File: config.mk
export PLATFORM = sky130hd
export DESIGN_NAME = instruction_fetch_b2b
export DESIGN_NICKNAME = d
export VERILOG_FILES = /design/src/rtl/instruction_fetch_b2b_pkg.sv /design/src/rtl/inst_fetch_fifo.sv /design/src/rtl/instruction_fetch_b2b.sv
export SDC_FILE = /design/constraint.sdc
export NUM_CORES = 1
export LEC_CHECK = 0
export ABC_AREA = 1
export BUFFER_PORTS_ARGS = -buffer_cell sky130_fd_sc_hd__buf_2
export CAP_MARGIN = 20
export CORE_ASPECT_RATIO = 2
export CORE_UTILIZATION = 41
export CTS_CLUSTER_DIAMETER = 30
export CTS_CLUSTER_SIZE = 8
export DETAILED_ROUTE_END_ITERATION = 6
export SLEW_MARGIN = 20
export SYNTH_ARGS = -nofsm -noshare
export SYNTH_HDL_FRONTEND = slang
export SYNTH_SLANG_ARGS = --single-unit
File: constraint.sdc
create_clock -name clk -period 6.77 [get_ports clk]
set_clock_uncertainty 0.05 [all_clocks]
set_input_delay 0.677 -clock clk [delete_from_list [all_inputs] [get_ports clk]]
set_output_delay 0.677 -clock clk [all_outputs]
set_load 0.05 [all_outputs]
File: src/rtl/instruction_fetch_b2b_pkg.sv
// Shared types and helpers for the instruction fetch stage.
package instruction_fetch_b2b_pkg;

  typedef enum logic [2:0] {
    StIdle    = 3'd0,
    StWaitBlk = 3'd1,
    StFetch   = 3'd2,
    StDrain   = 3'd3,
    StDone    = 3'd4
  } fetch_state_e;

  // Width able to hold 0..depth inclusive (FIFO occupancy, outstanding reads).
  function automatic int unsigned occ_width(input int unsigned depth);
    return unsigned'($clog2(depth)) + 1;
  endfunction

endpackage

File: src/rtl/inst_fetch_fifo.sv
// Synchronous FIFO with clear; head is forced to zero while empty.
module inst_fetch_fifo
  import instruction_fetch_b2b_pkg::*;
#(
  parameter int unsigned Width = 32,
  parameter int unsigned Depth = 4,
  localparam int unsigned CntW = occ_width(Depth)
) (
  input  logic             clk,
  input  logic             reset,
  input  logic             clear_i,
  input  logic             push_i,
  input  logic [Width-1:0] wdata_i,
  input  logic             pop_i,
  output logic [Width-1:0] rdata_o,
  output logic [CntW-1:0]  count_o,
  output logic             full_o,
  output logic             empty_o
);

  localparam int unsigned PtrW = unsigned'($clog2(Depth));
  localparam logic [CntW-1:0] DepthC = Depth[CntW-1:0];

  logic [Width-1:0] mem_q [Depth];
  logic [PtrW-1:0]  wr_ptr_q, rd_ptr_q;
  logic [CntW-1:0]  cnt_q;
  logic             do_push, do_pop;

  assign full_o  = (cnt_q == DepthC);
  assign empty_o = (cnt_q == '0);
  assign do_pop  = pop_i && !empty_o;
  // A push into a full FIFO is accepted only when a pop frees a slot in the same cycle.
  assign do_push = push_i && (!full_o || do_pop);
  assign count_o = cnt_q;
  assign rdata_o = empty_o ? '0 : mem_q[rd_ptr_q];

  // Storage write; no reset needed since the head is masked while empty.
  always_ff @(posedge clk) begin
    if (do_push) mem_q[wr_ptr_q] <= wdata_i;
  end

  // Pointer and occupancy tracking; clear dominates any same-cycle push/pop.
  always_ff @(posedge clk) begin
    if (reset || clear_i) begin
      wr_ptr_q <= '0;
      rd_ptr_q <= '0;
      cnt_q    <= '0;
    end else begin
      if (do_push) wr_ptr_q <= wr_ptr_q + PtrW'(1);
      if (do_pop)  rd_ptr_q <= rd_ptr_q + PtrW'(1);
      case ({do_push, do_pop})
        2'b10:   cnt_q <= cnt_q + CntW'(1);
        2'b01:   cnt_q <= cnt_q - CntW'(1);
        default: ;
      endcase
    end
  end

endmodule

File: src/rtl/instruction_fetch_b2b.sv
// Instruction fetch: credit-limited block reads from imem into a decoder-facing FIFO.
module instruction_fetch_b2b
  import instruction_fetch_b2b_pkg::*;
#(
  parameter int unsigned INST_DATA_WIDTH = 32,
  parameter int unsigned INST_ADDR_WIDTH = 10,
  parameter int unsigned FIFO_DEPTH      = 4
) (
  input  logic                       clk,
  input  logic                       reset,
  input  logic                       start,
  input  logic [INST_ADDR_WIDTH:0]   block_num_inst,
  input  logic                       last_block,
  input  logic                       flush,
  input  logic                       imem_block_ready,
  output logic                       imem_rd_req,
  output logic [INST_ADDR_WIDTH-1:0] imem_rd_addr,
  input  logic [INST_DATA_WIDTH-1:0] imem_rd_data,
  input  logic                       imem_rd_valid,
  output logic                       imem_rd_block_done,
  output logic [INST_DATA_WIDTH-1:0] inst_data,
  output logic                       inst_valid,
  input  logic                       inst_ready,
  output logic                       fetch_busy,
  output logic                       ovf_err
);

  localparam int unsigned CntW = occ_width(FIFO_DEPTH);
  localparam int unsigned NW   = INST_ADDR_WIDTH + 1;
  localparam logic [CntW:0] DepthLim = FIFO_DEPTH[CntW:0];

  fetch_state_e               state_q;
  logic [NW-1:0]              n_q, rd_ptr_q, rd_ptr_next;
  logic                       lb_q, discard_q, req_q, done_q, ovf_q;
  logic [INST_ADDR_WIDTH-1:0] addr_q;
  logic [CntW-1:0]            outs_q, outs_next;

  logic [CntW-1:0] fifo_count;
  logic            fifo_full, fifo_empty, fifo_push, fifo_pop, fifo_clear;
  logic            ret, issue, room;
  logic [CntW:0]   used;

  assign fifo_pop   = !fifo_empty && inst_ready;
  // Returns only count while reads are outstanding, so stale data after reset is dropped.
  assign ret        = imem_rd_valid && (outs_q != '0);
  assign fifo_push  = ret && !discard_q;
  assign fifo_clear = flush && (state_q != StIdle);
  // A slot popped this cycle is already free for the next request.
  assign used       = {1'b0, fifo_count} + {1'b0, outs_q} - {{CntW{1'b0}}, fifo_pop};
  assign room       = used < DepthLim;

  // Decide whether a read request is launched for the next cycle.
  always_comb begin
    issue = 1'b0;
    case (state_q)
      StWaitBlk: issue = imem_block_ready && (block_num_inst != '0) && room;
      StFetch:   issue = !flush && (rd_ptr_q < n_q) && room;
      default:   issue = 1'b0;
    endcase
  end

  assign outs_next   = outs_q + CntW'(issue) - CntW'(ret);
  assign rd_ptr_next = rd_ptr_q + NW'(issue);

  // Fetch FSM with registered request/done outputs and outstanding-read tracking.
  always_ff @(posedge clk) begin
    if (reset) begin
      state_q   <= StIdle;
      n_q       <= '0;
      rd_ptr_q  <= '0;
      lb_q      <= 1'b0;
      discard_q <= 1'b0;
      req_q     <= 1'b0;
      addr_q    <= '0;
      done_q    <= 1'b0;
      outs_q    <= '0;
      ovf_q     <= 1'b0;
    end else begin
      outs_q <= outs_next;
      req_q  <= issue;
      done_q <= 1'b0;
      if (fifo_push && fifo_full && !fifo_pop && !fifo_clear) ovf_q <= 1'b1;
      case (state_q)
        StIdle: if (start) state_q <= StWaitBlk;
        StWaitBlk: begin
          if (imem_block_ready) begin
            n_q      <= block_num_inst;
            lb_q     <= last_block;
            addr_q   <= '0;
            rd_ptr_q <= NW'(issue);
            if (block_num_inst == '0) begin
              state_q <= StDone;
              done_q  <= 1'b1;
            end else begin
              state_q <= StFetch;
            end
          end
        end
        StFetch: begin
          if (flush) begin
            if (outs_next == '0) begin
              state_q <= StDone;
              done_q  <= 1'b1;
            end else begin
              state_q   <= StDrain;
              discard_q <= 1'b1;
            end
          end else begin
            if (issue) addr_q <= rd_ptr_q[INST_ADDR_WIDTH-1:0];
            rd_ptr_q <= rd_ptr_next;
            if (rd_ptr_next == n_q) state_q <= StDrain;
          end
        end
        StDrain: begin
          if (outs_next == '0) begin
            state_q   <= StDone;
            done_q    <= 1'b1;
            discard_q <= 1'b0;
          end
        end
        StDone:  state_q <= lb_q ? StIdle : StWaitBlk;
        default: state_q <= StIdle;
      endcase
    end
  end

  inst_fetch_fifo #(
    .Width (INST_DATA_WIDTH),
    .Depth (FIFO_DEPTH)
  ) u_fifo (
    .clk     (clk),
    .reset   (reset),
    .clear_i (fifo_clear),
    .push_i  (fifo_push),
    .wdata_i (imem_rd_data),
    .pop_i   (fifo_pop),
    .rdata_o (inst_data),
    .count_o (fifo_count),
    .full_o  (fifo_full),
    .empty_o (fifo_empty)
  );

  assign imem_rd_req        = req_q;
  assign imem_rd_addr       = addr_q;
  assign imem_rd_block_done = done_q;
  assign inst_valid         = !fifo_empty;
  assign fetch_busy         = (state_q != StIdle);
  assign ovf_err            = ovf_q;

endmodule

==> results.py <==
metrics = {
    "route": {
        "vias": 6120,
        "drt_first_pass_iters": 6,
        "viasPerCell": 5.00,
        "postRouteAntennaNets": 0,
        "drt-total-wl_microns": 18600,
        "drc": 0,
        "drt_iter0_drc": 334,
        "route.detailed.wl_per_inst_microns": 15.2,
    },
    "yosys": {
        "ys_seq_area_frac": 0.605,
        "yosysWarnings": 0,
        "synth.cells.most_frequent": "204 x nor2_1, 128 x edfxtp_1, 113 x nand2_1",
        "yosysUniqueCellTypes": 38,
        "synth_fa_ha_area_frac": 0.0422,
        "ys_seq_elements": 180,
        "synth_compound_area_frac": 0.0997,
        "synth_edf_count": 128,
        "synthesis.instances": 862,
        "synth-simple-area-share": 0.190,
        "syn_avg_cell_area_sq_um": 9.36,
        "syn-num-nets": 939,
        "ys_top_cells_by_area": "edfxtp_1 48%, dfxtp_1 13%, nor2_1 9.5%",
        "async_flop_share": 0,
        "synth_top_area_share": 0.476,
        "synth_top_family_by_area": "simple AND/OR/NAND/NOR gates",
        "yosysTopAreaCell": "edfxtp_1",
        "synth_mux_area_frac": 0,
        "synthFlopType": "edfxtp_1",
        "syn_area_sq_um": 8070,
        "synthXorXnorAreaFrac": 0.00760,
        "yosysMostFrequentCell": "nor2_1",
    },
    "sta": {
        "min_period_ns": 3.95,
        "slew_viol_final": 0,
        "period_share": 0.584,
        "finalSetupTns_ns": 0,
        "rsz0062_at_grt": "false",
        "hold_ws_ns": 0.410,
        "setup_viol": 0,
        "relSlewSlack": 0.283,
        "worst_pin_slew_ns": 1.07,
        "max_freq_mhz": 253,
        "hold_violations": 0,
        "setup_ws_ns": 2.82,
    },
    "floorplan": {
        "die_w_microns": 101,
        "initial_core_util": 0.419,
        "dieArea_sq_um": 20300,
        "io_pins": 98,
        "die_h_microns": 200,
        "rows": 72,
        "coreArea_sq_um": 19300,
    },
    "cells_and_area": {
        "layout.cells.non_filler": 1223,
        "diodes": 0,
        "area_growth_pct": 16.8,
        "fin_area_sq_um": 9430,
        "nNetsFinal": 1028,
        "final-seq-area_sq_um": 4890,
        "drive_above_1_share": 0.156,
        "fill_cells": 1885,
        "utilization": 0.489,
        "multi_input_comb_area_sq_um": 2770,
    },
    "clocking": {
        "clockBufferDepth": 2,
        "cts-resized-gates": 0,
        "cts_tree": "built",
        "clock-sinks": 180,
        "cts_buffers": 17,
        "worstSkewPairLatency_ns": 0.43,
        "clk_pin_slew_ns": 0.07,
        "holdBufCountCts": 0,
        "htreeDepth": 4,
        "cts-root-buf": "clkbuf_16",
        "cts_setup_buffers": 0,
    },
    "placed_design": {
        "dp_slack_ns": 2.61,
        "port_buffers": 97,
        "dp_cells": 1191,
        "dp_hpwl_microns": 12500,
        "post_dp_cell_area_sq_um": 8820,
        "gp_congestion": 0.898,
    },
    "critical_path": {
        "critical_path_required_ns": 7.05,
        "crit_fanout": 5,
        "arrival_ns": 4.23,
        "crit_type": "flop to flop",
        "start_kind": "flop",
        "cp-end-kind": "flop",
        "max_stage_delay_ns": 0.38,
        "crit_slowest_cell": "fa_1",
    },
    "global_routing": {
        "antenna_found_initial": 4,
        "grt.overflow.total": 0,
        "grt_pass1_wl_microns": 29400,
        "grt_pass1_vias": 5935,
        "grt_max_degree": 66,
        "grt_usage": 0.192,
    },
    "power": {
        "finalPower_mw": 3.79,
        "p_per_area_nw_per_um2": 402,
        "max-vdd-ir-drop_v": 0.000211,
        "p_leak_nw": 3.78,
    },
    "worst_hold_path": {
        "min_path_type": "flop to flop",
    },
    "status": {
        "outcome": "complete, no violations",
    },
    "flow_run": {
        "drv_cap": 0,
    },
}
-- path summary, 6_finish.rpt --
path                                   to  cells past startpoint                           start  slack, ns
setup / recovery  state_q[1]$_SDFFE_PP0P_                     27  u_fifo.count_o[0]$_SDFFE_PP0P_       2.82
hold reg to reg    discard_q$_SDFFE_PP0P_                      2          discard_q$_SDFFE_PP0P_       0.41
setup reg to reg  state_q[1]$_SDFFE_PP0P_                     27  u_fifo.count_o[0]$_SDFFE_PP0P_       2.82
hold / removal     discard_q$_SDFFE_PP0P_                      2          discard_q$_SDFFE_PP0P_       0.41
-- logic make-up (layout without fill, tap and decap cells) --
kind of cell,Yosys count,count (layout)
XOR/XNOR,7,7
AND/OR/NAND/NOR,376,376
adder cells (fa/ha/maj),26,26
AO/OA/AOI/OAI,157,157
flip-flops,180,180
buffers and inverters,116,218
-- worst max-delay path: cells and delay by family (launching register included) --
family                   cells  cell delay (ns)
AO/OA/AOI/OAI                2             0.26
AND/OR/NAND/NOR             13             1.36
buffers and inverters        6             0.30
XOR/XNOR                     1             0.17
adder cells (fa/ha/maj)      5             1.35
flip-flops                   1             0.37
-- metal layers --
layer,GRT usage,vias up,part of all wire
met3,0.0419,42,0.046
met4,0.0864,8,0.026
met1,0.184,2880,0.35
met5,0,-,0.0020
li1,-,3045,-
met2,0.373,145,0.57
-- registers in the layout, summed over array words and instances, names as in the netlist, 3 cells and up, named ones only --
name	flops
rd_ptr_q	11
u_fifo.count_o	3
n_q	11
outs_q	3
imem_rd_addr	10
state_q	3
u_fifo.mem_q	128
-- where the power goes --
part / leakage, nW / switching [mW] / internal (mW)
sequential: 1.59 / 0.0626 / 1.36
clock: 0.285 / 0.423 / 0.587
combinational: 1.91 / 1.01 / 0.350
-- cell type report --
class	count	share of cell area
Clock buffer	19	0.0459
Clock inverter	13	0.0184
Inverter	83	0.0330
Multi-Input combinational cell	566	0.294
Sequential cell	180	0.518
Tap cell	259	0.0344
Timing Repair Buffer	103	0.0563
-- cells in the final DEF, fill, tap and decap left out, types with 4 or more instances in the layout --
cell	count
a21oi_1	68
buf_2	97
buf_4	6
clkbuf_16	17
dfxtp_1	51
edfxtp_1	128
ha_1	24
inv_1	78
inv_6	4
nand2_1	113
nand3_1	40
nor2_1	200
nor2_4	6
o21ai_0	80
xnor2_1	4
Power figures use the tool's default switching activity.
